$ cat src/rtl/regfile_pkg.sv
// rtl/regfile_pkg.sv - shared defaults and address-width helper for regfile_sb
// Purpose: default sizing for the register file and its pending-write counters.
// Ports: none (package).
package regfile_pkg;

    localparam int WORD_SIZE_DEF = 16;
    localparam int NUM_REGS_DEF  = 4;
    localparam int NUM_RD_DEF    = 2;
    localparam int PEND_W_DEF    = 2;

    // A two-entry file still needs one address bit, which $clog2(2) gives,
    // but guard smaller values so a degenerate NUM_REGS never yields width 0.
    function automatic int addr_width(input int n);
        return (n <= 2) ? 1 : $clog2(n);
    endfunction

    localparam int ADDR_W_DEF = addr_width(NUM_REGS_DEF);

endpackage

$ cat src/rtl/regfile_sb_pend_ctr.sv
// rtl/regfile_sb_pend_ctr.sv - saturating pending-write counter for one register
// Purpose: counts issued-but-not-written-back writes for one register.
// Ports:
//   clk, reset            clock, synchronous active-high reset
//   inc_i, dec_i          issue / writeback strobes for this register
//   cnt_o                 current count
//   nz_next_o             count is nonzero after this cycle's update
//   err_inc_o, err_dec_o  issue dropped at max / writeback seen at zero
module pend_ctr import regfile_pkg::*; #(
    parameter int PEND_W = PEND_W_DEF
) (
    input  logic              clk,
    input  logic              reset,
    input  logic              inc_i,
    input  logic              dec_i,
    output logic [PEND_W-1:0] cnt_o,
    output logic              nz_next_o,
    output logic              err_inc_o,
    output logic              err_dec_o
);

    localparam logic [PEND_W-1:0] CNT_MAX = {PEND_W{1'b1}};

    logic [PEND_W-1:0] cnt_q;
    logic [PEND_W-1:0] cnt_d;

    // Simultaneous inc and dec cancel, so neither saturation check applies.
    always_comb begin
        cnt_d     = cnt_q;
        err_inc_o = 1'b0;
        err_dec_o = 1'b0;
        if (inc_i && !dec_i) begin
            if (cnt_q == CNT_MAX) err_inc_o = 1'b1;
            else                  cnt_d     = cnt_q + 1'b1;
        end else if (dec_i && !inc_i) begin
            if (cnt_q == '0) err_dec_o = 1'b1;
            else             cnt_d     = cnt_q - 1'b1;
        end
    end

    always_ff @(posedge clk) begin
        if (reset) cnt_q <= '0;
        else       cnt_q <= cnt_d;
    end

    assign cnt_o     = cnt_q;
    assign nz_next_o = |cnt_d;

endmodule

$ cat src/rtl/regfile_sb.sv
// rtl/regfile_sb.sv - register file with write bypass and per-register pending scoreboard
// Purpose: decode-side reads with same-cycle writeback bypass, plus pending-write
//          counters so decode can detect RAW hazards.
// Ports:
//   clk, reset                       clock, synchronous active-high reset
//   rd_addr / rd_data / rd_busy      NUM_RD packed read ports (combinational)
//   wr_en / wr_addr / wr_data        writeback port
//   iss_en / iss_addr                issue of a future write to iss_addr
//   iss_err / wb_err                 registered single-cycle error pulses
//   pend_any                         registered: some counter is nonzero
module regfile_sb import regfile_pkg::*; #(
    parameter int WORD_SIZE = WORD_SIZE_DEF,
    parameter int NUM_REGS  = NUM_REGS_DEF,
    parameter int ADDR_W    = addr_width(NUM_REGS),
    parameter int NUM_RD    = NUM_RD_DEF,
    parameter int PEND_W    = PEND_W_DEF,
    parameter int ZERO_REG  = 0
) (
    input  logic                        clk,
    input  logic                        reset,
    input  logic [NUM_RD*ADDR_W-1:0]    rd_addr,
    output logic [NUM_RD*WORD_SIZE-1:0] rd_data,
    output logic [NUM_RD-1:0]           rd_busy,
    input  logic                        wr_en,
    input  logic [ADDR_W-1:0]           wr_addr,
    input  logic [WORD_SIZE-1:0]        wr_data,
    input  logic                        iss_en,
    input  logic [ADDR_W-1:0]           iss_addr,
    output logic                        iss_err,
    output logic                        wb_err,
    output logic                        pend_any
);

    logic [WORD_SIZE-1:0] regs_q [NUM_REGS];
    logic [PEND_W-1:0]    cnt    [NUM_REGS];
    logic [NUM_REGS-1:0]  inc;
    logic [NUM_REGS-1:0]  dec;
    logic [NUM_REGS-1:0]  nz;
    logic [NUM_REGS-1:0]  nz_next;
    logic [NUM_REGS-1:0]  err_inc;
    logic [NUM_REGS-1:0]  err_dec;
    logic                 wr_ok;
    logic                 iss_err_q;
    logic                 wb_err_q;
    logic                 pend_any_q;

    // The hard-wired zero register swallows writes, issues and writebacks.
    assign wr_ok = wr_en && !((ZERO_REG != 0) && (wr_addr == '0));

    for (genvar r = 0; r < NUM_REGS; r++) begin : g_ctr
        localparam bit IS_ZERO = (ZERO_REG != 0) && (r == 0);

        assign inc[r] = iss_en && (iss_addr == ADDR_W'(r)) && !IS_ZERO;
        assign dec[r] = wr_en  && (wr_addr  == ADDR_W'(r)) && !IS_ZERO;

        pend_ctr #(.PEND_W(PEND_W)) u_ctr (
            .clk       (clk),
            .reset     (reset),
            .inc_i     (inc[r]),
            .dec_i     (dec[r]),
            .cnt_o     (cnt[r]),
            .nz_next_o (nz_next[r]),
            .err_inc_o (err_inc[r]),
            .err_dec_o (err_dec[r])
        );

        assign nz[r] = |cnt[r];
    end

    always_ff @(posedge clk) begin
        if (reset) begin
            for (int i = 0; i < NUM_REGS; i++) regs_q[i] <= '0;
        end else if (wr_ok) begin
            regs_q[wr_addr] <= wr_data;
        end
    end

    for (genvar k = 0; k < NUM_RD; k++) begin : g_rd
        logic [ADDR_W-1:0]    addr;
        logic [WORD_SIZE-1:0] data;

        assign addr = rd_addr[k*ADDR_W +: ADDR_W];

        always_comb begin
            data = regs_q[addr];
            if ((ZERO_REG != 0) && (addr == '0)) data = '0;
            else if (wr_en && (wr_addr == addr)) data = wr_data;
        end

        assign rd_data[k*WORD_SIZE +: WORD_SIZE] = data;
        // A lone writeback that empties the counter clears busy this cycle;
        // a same-cycle issue only shows up once the counter has registered it.
        assign rd_busy[k] = nz[addr] && !(dec[addr] && !nz_next[addr]);
    end

    always_ff @(posedge clk) begin
        if (reset) begin
            iss_err_q  <= 1'b0;
            wb_err_q   <= 1'b0;
            pend_any_q <= 1'b0;
        end else begin
            iss_err_q  <= |err_inc;
            wb_err_q   <= |err_dec;
            pend_any_q <= |nz_next;
        end
    end

    assign iss_err  = iss_err_q;
    assign wb_err   = wb_err_q;
    assign pend_any = pend_any_q;

endmodule
$ cat config.mk
export PLATFORM = sky130hd
export DESIGN_NAME = regfile_sb
export DESIGN_NICKNAME = d
export VERILOG_FILES = /design/src/rtl/regfile_pkg.sv /design/src/rtl/regfile_sb_pend_ctr.sv /design/src/rtl/regfile_sb.sv
export SDC_FILE = /design/constraint.sdc
export NUM_CORES = 1
export LEC_CHECK = 0
export ABC_AREA = 1
export CORE_AREA = 2 2 97 99
export DETAILED_ROUTE_END_ITERATION = 16
export DIE_AREA = 0 0 99 101
export PLACE_DENSITY = 0.83
export SYNTH_ARGS = -nofsm -noshare
export SYNTH_HDL_FRONTEND = slang
export SYNTH_HIERARCHICAL = 1
export SYNTH_SLANG_ARGS = --single-unit
$ cat constraint.sdc
create_clock -name clk -period 3.8 [get_ports clk]
set_clock_uncertainty 0.1 [all_clocks]
set_input_delay 0.95 -clock clk [delete_from_list [all_inputs] [get_ports clk]]
set_output_delay 0.95 -clock clk [all_outputs]
set_load 0.02 [all_outputs]
==> results_dict.tcl <==
set metrics [dict create \
    status "finished clean" \
    vias_per_cell 5.38 \
    die_x_um 99 \
    cellLeakagePower_nw 3.31 \
    drt-pass1-iter-count 5 \
    num_io_pins 65 \
    cts_tree "done" \
    synthesis.nets 762 \
    drtIter0Drc 413 \
    fp-row-count 35 \
    swShare 0.318 \
    crit_fanout 11 \
    rsz0062_at_grt "false" \
    netlist_top_cells_area "edfxtp_1 (39%), nand2_1 (20%), inv_1 (10%), nand3_1 (9.0%), nor2_1 (5.0%)" \
    period_share 0.968 \
    die_y_um 101 \
    ir_drop_v 0.000225 \
    internal-power_w 0.00147 \
    cts_hold_buf 0 \
    synth.yosys.seq_area_share 0.436 \
    cts_sinks 75 \
    synth_area_um2 4910 \
    synth.most_common_cell "nand2_1" \
    combPwrFrac 0.263 \
    syn_to_final_growth_pct 27.9 \
    drive_gt1_frac 0.127 \
    clkTransAtPathRegs_ps 80 \
    cp_data_required_time_ps 2750 \
    grt_pass1_vias 5042 \
    nNetsFinal 872 \
    hp-class "reg -> reg" \
    port_buffers 64 \
    synth_cells 734 \
    drv_slew 0 \
    worstMarginPinSlew_ps 383 \
    fmax_ghz 0.272 \
    ys_warn_count 6 \
    setup_viol 0 \
    crit_type "in -> out" \
    grt_max_degree 29 \
    ys.flop_type "edfxtp_1" \
    start_util 0.547 \
    synth_area_leader_cell "edfxtp_1" \
    ant_nets 0 \
    startpoint_type "primary input" \
    wl_per_cell_um 15.0 \
    cts-htree-levels 3 \
    pwr-share-clk 0.289 \
    insertion_delay_ps 350 \
    avgSynthCellArea_um2 6.69 \
    wirelength_um 14400 \
    setup_ws_ps 121 \
    seq_power_share 0.448 \
    place_congestion 1.04 \
    synth-async-reset-ratio 0 \
    cts_root_buf "clkbuf_8" \
    hold_violations 0 \
    core_um2 8980 \
    cts.path.max_buffers 2 \
    dp_slack_ps -532 \
    synth-edff-count 64 \
    grt_use_total 0.290 \
    worstSetupEndpointType "primary output" \
    antennaDiodeCount 0 \
    dp_hpwl_um 10100 \
    power.density_nw_per_um2 343 \
    drc_errors 0 \
    grt_pass1_wl_um 22700 \
    cap_violations 0 \
    cts_made_buffers 9 \
    arrival_ps 2630 \
    vias 5166 \
    fin_setup_tns_ps 0 \
    power.switching_w 0.000686 \
    relSlewSlack 0.745 \
    dieArea_um2 10000 \
    netlist-cell-type-count 23 \
    grt.overflow.total 0 \
    synth_top_area_frac 0.391 \
    min_period_ps 3680 \
    ys_seq_elements 75 \
    antenna_found_initial 0 \
    yosys-top-cells-count "nand2_1 (267), inv_1 (133), nand3_1 (88)" \
]
==> layout by cell type, fill, tap and decap left out, drive strengths merged <==
| cell type | count |
|---|---|
| bufinv | 1 |
| nor2 | 66 |
| a41oi | 1 |
| o211ai | 4 |
| dfxtp | 11 |
| nor3 | 5 |
| nand2 | 267 |
| nand3 | 90 |
| clkdlybuf4s50 | 23 |
| clkinvlp | 2 |
| nor4 | 2 |
| clkinv | 2 |
| a21oi | 8 |
| dlymetal6s2s | 5 |
| clkbuf | 9 |
| edfxtp | 64 |
| dlygate4sd2 | 34 |
| buf | 70 |
| o21ai | 42 |
| or2 | 1 |
| inv | 142 |
==> power groups by stage <==
stage	clock [W]	sequential, W	combinational [W]
6_report	0.000624	0.000967	0.000567
5_1_grt	0.000653	0.000973	0.000618
4_1_cts	0.000630	0.000967	0.000555
3_5_place_dp	0	0.000986	0.000588
3_3_place_gp	0	0.000983	0.000572
2_1_floorplan	0	0.000984	0.000327
==> worst paths after layout <==
check / cells after the start / slack, ps / endpoint / from
worst max-delay path: 8 / 120 / rd_data[10] / wr_en
worst min-delay path: 4 / 540 / g_ctr[0].u_ctr/cnt_o[1]$_SDFF_PP0_ / g_ctr[0].u_ctr/cnt_o[0]$_SDFF_PP0_
worst max register to register: 6 / 2300 / pend_any$_SDFF_PP0_ / g_ctr[2].u_ctr/cnt_o[0]$_SDFF_PP0_
worst min register to register: 4 / 540 / g_ctr[0].u_ctr/cnt_o[1]$_SDFF_PP0_ / g_ctr[0].u_ctr/cnt_o[0]$_SDFF_PP0_
==> through the flow <==
stage / utilization / instances / hold WS, ps / power (W) / cell area (µm²)
floorplan: - / 734 / 461 / 0.00131 / 4910
global placement: 0.675 / 940 / 500 / 0.00155 / 6060
detailed placement: 0.675 / 940 / 505 / 0.00157 / 6060
CTS: 0.693 / 956 / 536 / 0.00215 / 6220
global route: 0.700 / 960 / 577 / 0.00224 / 6280
finish: 0.700 / 960 / 536 / 0.00216 / 6280
==> flip-flops by register name (all words and copies together), names as in the netlist <==
register	flops
g_ctr.u_ctr/cnt_o	8
pend_any	1
regs_q	64
wb_err	1
iss_err	1
==> critical path, stage by stage <==
cell and delay, ps:
clkdlybuf4s50_1 490, nand2_1 120, buf_4 170, nand2_1 80, nand3_2 110, buf_4 200
o21ai_1 130, dlygate4sd2_1 360
==> layer usage <==
layer,global-route usage,routed length [µm]
met1,0.335,5310
met2,0.515,7220
met3,0.0492,1400
met4,0.157,476
met5,0,0
==> area by class of cell <==
class | count | area (µm²)
clock buffer | 9 | 124
clock inverter | 7 | 75.1
fill | 727 | 2690
inverter | 140 | 526
multi-input combinational | 486 | 2100
sequential | 75 | 2140
tap | 111 | 139
timing repair buffer | 132 | 1180
==> kinds of logic (layout without fill, tap and decap cells) <==
family,after synthesis,after routing,synth area share
AOI/OAI and AO/OA,55,55,0.0619
buffers and inverters,173,288,0.143
DFF,75,75,0.436
and+or+nand+nor,431,431,0.359
==> timing repair <==
action                     4_1_cts  5_1_grt
setup buffers                    0        4
gates resized for setup         48       10
pin swaps                        1        7
setup endpoints to repair       34        2
Note: power is estimated with default switching activity, not from simulation.
